==> src/rtl/bit_serializer.sv <==
// Parallel-to-serial front end: accepts DATA_W-bit words over valid/ready and shifts them
// out one registered bit per clock, with optional idle gap bits between words.
module bit_serializer #(
  parameter int unsigned DATA_W     = 8,
  parameter bit          MSB_FIRST  = 1'b1,
  parameter int unsigned GAP_CYCLES = 0,
  parameter logic        IDLE_BIT   = 1'b0
) (
  input  logic              clk,
  input  logic              rst,
  input  logic [DATA_W-1:0] in_data,
  input  logic              in_valid,
  output logic              in_ready,
  output logic              din_bit,
  output logic              bit_valid,
  output logic              frame_start,
  output logic              frame_done,
  output logic              busy
);

  localparam int unsigned     CntW        = (DATA_W > 1) ? $clog2(DATA_W) : 1;
  localparam logic [CntW-1:0] LastCnt     = CntW'(DATA_W - 1);
  localparam logic [7:0]      GapLoad     = (GAP_CYCLES > 0) ? 8'(GAP_CYCLES - 1) : 8'd0;
  localparam bit              BackToBack  = (GAP_CYCLES == 0);

  typedef enum logic [1:0] {StIdle, StShift, StGap} state_e;

  state_e            state_q;
  logic [DATA_W-1:0] shift_q;
  logic [CntW-1:0]   bit_cnt_q;
  logic [7:0]        gap_cnt_q;

  logic              load_bit;
  logic [DATA_W-1:0] load_rest;
  logic              next_bit;
  logic [DATA_W-1:0] next_rest;
  logic              last_bit;
  logic              accept;

  // shift_q holds only the bits not yet presented on din_bit.
  always_comb begin
    if (MSB_FIRST) begin
      load_bit  = in_data[DATA_W-1];
      load_rest = in_data << 1;
      next_bit  = shift_q[DATA_W-1];
      next_rest = shift_q << 1;
    end else begin
      load_bit  = in_data[0];
      load_rest = in_data >> 1;
      next_bit  = shift_q[0];
      next_rest = shift_q >> 1;
    end
  end

  assign last_bit = (state_q == StShift) && (bit_cnt_q == LastCnt);
  assign in_ready = rst && ((state_q == StIdle) || (last_bit && BackToBack));
  assign accept   = in_valid && in_ready;
  assign busy     = (state_q != StIdle);

  always_ff @(posedge clk or negedge rst) begin
    if (!rst) begin
      state_q     <= StIdle;
      shift_q     <= '0;
      bit_cnt_q   <= '0;
      gap_cnt_q   <= '0;
      din_bit     <= IDLE_BIT;
      bit_valid   <= 1'b0;
      frame_start <= 1'b0;
      frame_done  <= 1'b0;
    end else begin
      frame_start <= 1'b0;
      frame_done  <= 1'b0;
      // accept can only be true in IDLE or on a back-to-back last bit.
      if (accept) begin
        state_q     <= StShift;
        din_bit     <= load_bit;
        shift_q     <= load_rest;
        bit_cnt_q   <= '0;
        bit_valid   <= 1'b1;
        frame_start <= 1'b1;
      end else begin
        case (state_q)
          StIdle: begin
            din_bit   <= IDLE_BIT;
            bit_valid <= 1'b0;
          end
          StShift: begin
            if (!last_bit) begin
              din_bit    <= next_bit;
              shift_q    <= next_rest;
              bit_cnt_q  <= bit_cnt_q + 1'b1;
              frame_done <= (bit_cnt_q == LastCnt - 1'b1);
            end else if (!BackToBack) begin
              state_q   <= StGap;
              gap_cnt_q <= GapLoad;
              din_bit   <= IDLE_BIT;
              bit_valid <= 1'b0;
            end else begin
              state_q   <= StIdle;
              din_bit   <= IDLE_BIT;
              bit_valid <= 1'b0;
            end
          end
          StGap: begin
            if (gap_cnt_q == 8'd0) begin
              state_q <= StIdle;
            end else begin
              gap_cnt_q <= gap_cnt_q - 8'd1;
            end
          end
          default: begin
            state_q   <= StIdle;
            din_bit   <= IDLE_BIT;
            bit_valid <= 1'b0;
          end
        endcase
      end
    end
  end

endmodule
==> config.mk <==
export PLATFORM = sky130hd
export DESIGN_NAME = bit_serializer
export DESIGN_NICKNAME = d
export VERILOG_FILES = /design/src/rtl/bit_serializer.sv
export SDC_FILE = /design/constraint.sdc
export NUM_CORES = 1
export LEC_CHECK = 0
export ABC_CLOCK_PERIOD_IN_PS = 1800
export CELL_PAD_IN_SITES_DETAIL_PLACEMENT = 1
export CELL_PAD_IN_SITES_GLOBAL_PLACEMENT = 1
export CORE_MARGIN = 2
export CORE_UTILIZATION = 32
export DETAILED_ROUTE_END_ITERATION = 10
export PLACE_DENSITY_LB_ADDON = 0.1
export RECOVER_POWER = 50
export SYNTH_ARGS = -nofsm -noshare
export SYNTH_HDL_FRONTEND = slang
export SYNTH_SLANG_ARGS = --single-unit
==> constraint.sdc <==
create_clock -name clk -period 1.8 [get_ports clk]
set_clock_uncertainty 0.15 [all_clocks]
set_input_delay 0.36 -clock clk [delete_from_list [all_inputs] [get_ports clk]]
set_output_delay 0.36 -clock clk [all_outputs]
set_load 0.05 [all_outputs]
### Word level (Yosys, flattened, before mapping)

Index checks and enable logic that the tools add are counted.

* register bits: 25
* latch bits: 0
* RAM bits: 0
* bits in read-only memories: 0
* input port bits: 11
* logic and storage cells: 53
* memories: 0

* $add $sub $neg: 2
* multiply operators: 0
* div/mod/pow operators: 0
* order comparisons: 0
* equality and inequality tests: 9
* shift-type cells: 0
* multiplexer cells: 20
* bitwise operators: 2
* reductions and logical operators: 12

Operator list (count)
* 8-bit 2-to-1 mux: 3
* 3-bit 2-to-1 mux: 3
* 8-bit zero test: 1
* 1-bit 2-to-1 mux: 8
* 8-bit by 1-bit subtractor with 8-bit output (second input constant): 1
* 3-bit equality test (second input constant): 2
* 2-bit 2-to-1 mux: 3
* 3-bit inequality test (second input constant): 2
* 2-bit case mux with 3 select lines: 1
* 3-bit AND reduction: 2
* 2-bit inequality test (second input constant): 2
* 1-bit case mux with 2 select lines: 2
* 2-bit AND reduction: 2
* 2-bit nonzero test: 2
* 3-bit by 1-bit adder with 3-bit output (second input constant): 1
* 1-bit logical AND: 3
* 2-bit by 1-bit equality test with 1-bit output (second input constant): 1
* 2-bit equality test (second input constant): 1
* 2-bit zero test: 1
* 2-bit by 1-bit inequality test with 1-bit output (second input constant): 1
* 1-bit NOT: 2
* 1-bit logical OR: 1

### Longest topological paths before layout

* depth after elaboration: 7
* depth in mapped cells: 7
* mapped depth without buffers: 6

### Worst setup path after synthesis

No wires, ideal clock.

* path type: flip-flop to flip-flop
* from: register bit_cnt_q[0]
* to: register shift_q[7]
* library setup time: 0.126 ns
* arrival: 1.604 ns
* setup slack: -0.080 ns
* stages on the path, launching flop included: 8
* path buffers: 2
* clock period less this slack: 1.880 ns
* cell sequence: dfrtp_1 ha_1 ha_1 nand2b_4 buf_6 and2_4 buf_6 a221o_1

* cells in the longest elaborated chain, start to end: 7
* elaborated cells on any way between the ends: 9
* those cells by class: eq/ne: 2; mux: 1; reduce/logical: 6

RTL lines
* from (decl): line 30 `logic [CntW-1:0] bit_cnt_q;`
* from (signal assigned): line 91 `bit_cnt_q <= bit_cnt_q + 1'b1;`
* 3-bit equality test *: line 55 `assign last_bit = (state_q == StShift) && (bit_cnt_q == LastCnt);`
* 1-bit logical AND *: line 55
* 1-bit logical OR *: line 56 `assign in_ready = rst && ((state_q == StIdle) || (last_bit && BackToBack));`
* 1-bit logical AND *: line 56
* 1-bit logical AND *: line 57 `assign accept = in_valid && in_ready;`
* named net accept: line 38 `logic accept;`
* 2-bit by 1-bit inequality test with 1-bit output (no line) or 2-bit nonzero test (tied branches)
* 2-bit AND reduction (no line)
* to (signal assigned): line 77 `shift_q <= load_rest;`
* to (signal assigned): line 90 `shift_q <= next_rest;`
* to (decl): line 29 `logic [DATA_W-1:0] shift_q;`

Mark *: on every way through the listed nets, which the timed path passes. The rest lies on a longest branch.
A chain may end at the register's enable or synchronous reset.

### Worst setup path in the final report

* from: register bit_cnt_q[1]
* to: output in_ready

* cells in the longest elaborated chain, start to end: 4

RTL lines
* 3-bit equality test: line 55
* 1-bit logical AND: line 55
* 1-bit logical OR: line 56
* 1-bit logical AND: line 56
* to (decl): line 13 `output logic in_ready,`

Every way passes these cells.

==> flow_summary.ini <==
[yosys]
synth_area_um2 = 669
synthSimpleGateAreaFrac_pct = 17.0
synth_top_family_by_area = simple AND/OR/NAND/NOR gates
synthMuxAreaShare_pct = 1.50
synth_edf_count = 0
synth-compound-area-share_pct = 14.6
synth_cell_types = 22
synth_nets = 67
synth_cells = 53
seq_area_frac_synth_pct = 56.1
synthArstFlopShare_pct = 100
synth_area_per_cell_um2 = 12.6
synth_top_area_share_pct = 56.1
synth_xor_area_share_pct = 0
synth_fa_ha_area_share_pct = 5.61
synth-main-ff-cell = dfrtp_1
ys_ff_latch = 15
yosysWarnings = 0
synth_area_leaders = dfrtp_1 (56%), a221o_1 (6.0%), ha_1 (5.6%), and2_1 (3.7%), a221o_2 (3.4%)
synth_top_cell_by_area = dfrtp_1

[cts]
clkTransAtPathRegs_ns = 0.09
cts_tree = done
htree_levels = 1
insertion_delay_ns = 0.28
cts.root.buffer_cell = clkbuf_4
numCtsBuffers = 3
cts_sinks = 15
cts_buffer_depth = 2

[setup_path]
critical-path-top-delay-family = flip-flops
setup.worst_path.start_class = flip-flop
critical_path_required_ns = 1.29
critical_path.max_stage_delay_ns = 0.39
r2r_slack_ns = -0.10
critical_path_buf_inv_count = 1
path_max_fanout = 2
r2r_end = shift_q[3]
crit_chain = ha_2, ha_4, nand2b_4, and2_4, buf_12
rr_startpoint = bit_cnt_q[1]
cp.arrival_ns = 1.45
path_class = flip-flop to output port
r2r_cells = 7
end_kind = output port
crit_slowest_cell = dfrtp_1

[final_layout]
final_cell_mix = dfrtp_1 (15), buf_4 (12), clkdlybuf4s50_1 (9)
finalNonFillerCells = 110
area_delta_synth_final_pct = 49.5
antenna_cells = 0
layout_commonest_cell = dfrtp_1
layout.nets = 98
drive_gt1_share_pct = 41.0
final_util_pct = 51.0

[pwr]
p_switching_uw = 619
power_mw = 1.63
seq_power_share_pct = 33.2
pwr-share-comb_pct = 54.9
netSwitchingFraction_pct = 37.9
leakage_nw = 0.478
ir_drop_mv = 0.684
clock_power_share_pct = 11.9
pwr_density_cell_nw_per_um2 = 1630
internal_power_mw = 1.01

[global_routing]
antenna_found_initial = 0
overflow = 0
grt_max_degree = 13
grt_pass1_wl_mm = 2.69
grtUsageTotal_pct = 15.3
grt_pass1_vias = 567

[placement]
placed_cells = 102
hpwl_mm = 1.14
gp_congestion = 0.687
place_worst_setup_slack_ns = -0.0786
io_buffers = 16

[drt]
drt-total-wl_mm = 1.54
routedWlPerCell_um = 14.0
postRouteAntennaNets = 0
vias = 528
via_per_inst = 4.80
drt_first_iter_violations = 7
drc_errors = 0
dr.pass1.iters = 4

[sta]
rsz0062_at_grt = yes
fin_ws_ns = -0.160
setup_viol = 8
hold_ws_ns = 0.338
final_max_slew_viol_count = 0
hold_viol = 0
post-route-period-util_pct = 109
fmax_mhz = 510
relSlewSlack_pct = 56.9
min_period_ns = 1.96
tightest_slew_ns = 0.647

[status]
violations = setup timing
outcome = finished with violations

[floorplanning]
die_height_um = 49.7
die_x_um = 49.7
ios = 17
dieArea_um2 = 2470
start_util_pct = 34.1
std_cell_rows = 16
core_area_um2 = 1960

[hold_path]
hold_path_class = primary input to asynchronous set/reset pin

[flow_run]
drv_cap = 0
[cells by family (layout without fill, tap and decap cells)]
family                     Yosys count  in the layout
AOI/OAI and AO/OA                   11             11
adders and majority gates            3              3
buffers and inverters                5             34
DFF                                 15             15
muxes                                1              1
and+or+nand+nor                     18             19
[layout make-up]
type,count,area [um2]
Fill cell,226,961
Sequential cell,15,375
Tap cell,27,33.8
Multi-Input combinational cell,34,290
Inverter,2,7.51
Timing Repair Buffer,28,268
Clock buffer,4,26.3
[routing by layer]
metal / up-vias / wire (um) / global-route usage, % / part of all wire, %
li1: 247 / - / - / -
met1: 270 / 707 / 18.6 / 46
met2: 9 / 769 / 23.1 / 50
met3: 2 / 48 / 5.76 / 3.1
met4: 0 / 10 / 8.33 / 0.65
met5: - / 0 / 0 / 0
[cells in the mapped netlist, types with 2 or more instances]
| cell | number |
|---|---|
| a221o_1 | 4 |
| and2_2 | 2 |
| a221o_2 | 2 |
| buf_6 | 2 |
| ha_1 | 3 |
| nand2_1 | 4 |
| inv_1 | 2 |
| o21ai_0 | 2 |
| dfrtp_1 | 15 |
| and2_1 | 4 |
| and2_0 | 2 |
[power groups by stage]
stage | combinational, mW | sequential, mW | clock [mW]
4_1_cts | 0.848 | 0.543 | 0.204
6_report | 0.896 | 0.542 | 0.194
3_5_place_dp | 0.806 | 0.550 | 0
2_1_floorplan | 0.388 | 0.656 | 0
3_3_place_gp | 0.788 | 0.546 | 0
5_1_grt | 0.984 | 0.559 | 0.226
[through the flow]
stage,TNS (ns),area [um2]
after CTS,-0.184,971
after global routing,-0.918,1000
after global placement,-0.272,928
after detailed placement,-0.317,928
final,-0.567,1000
after floorplan,-0.0172,684
[worst max path at each step]
stage / startpoint / end / cells past startpoint
after CTS: bit_cnt_q[0] / in_ready / 5
after floorplan: bit_cnt_q[1] / shift_q[7] / 7
final: bit_cnt_q[1] / in_ready / 5
after global placement: rst / shift_q[3] / 4
after global routing: bit_cnt_q[1] / in_ready / 5
after detailed placement: rst / shift_q[3] / 4
[sequential cells by signal, indices dropped and copies added (netlist names)]
signal / flops
state_q: 1
frame_done: 1
frame_start: 1
shift_q: 7
bit_cnt_q: 3
bit_valid: 1
din_bit: 1
[repair_timing]
item                                   CTS  global route
hold buffers                             0             0
endpoints found under the hold margin    0             0
pin swaps                                4             3
gates resized for setup                  1             8
setup buffers                            2             2
gates cloned                             0             1
setup endpoints to repair                1             9
Note: power is estimated with default switching activity, not from simulation.
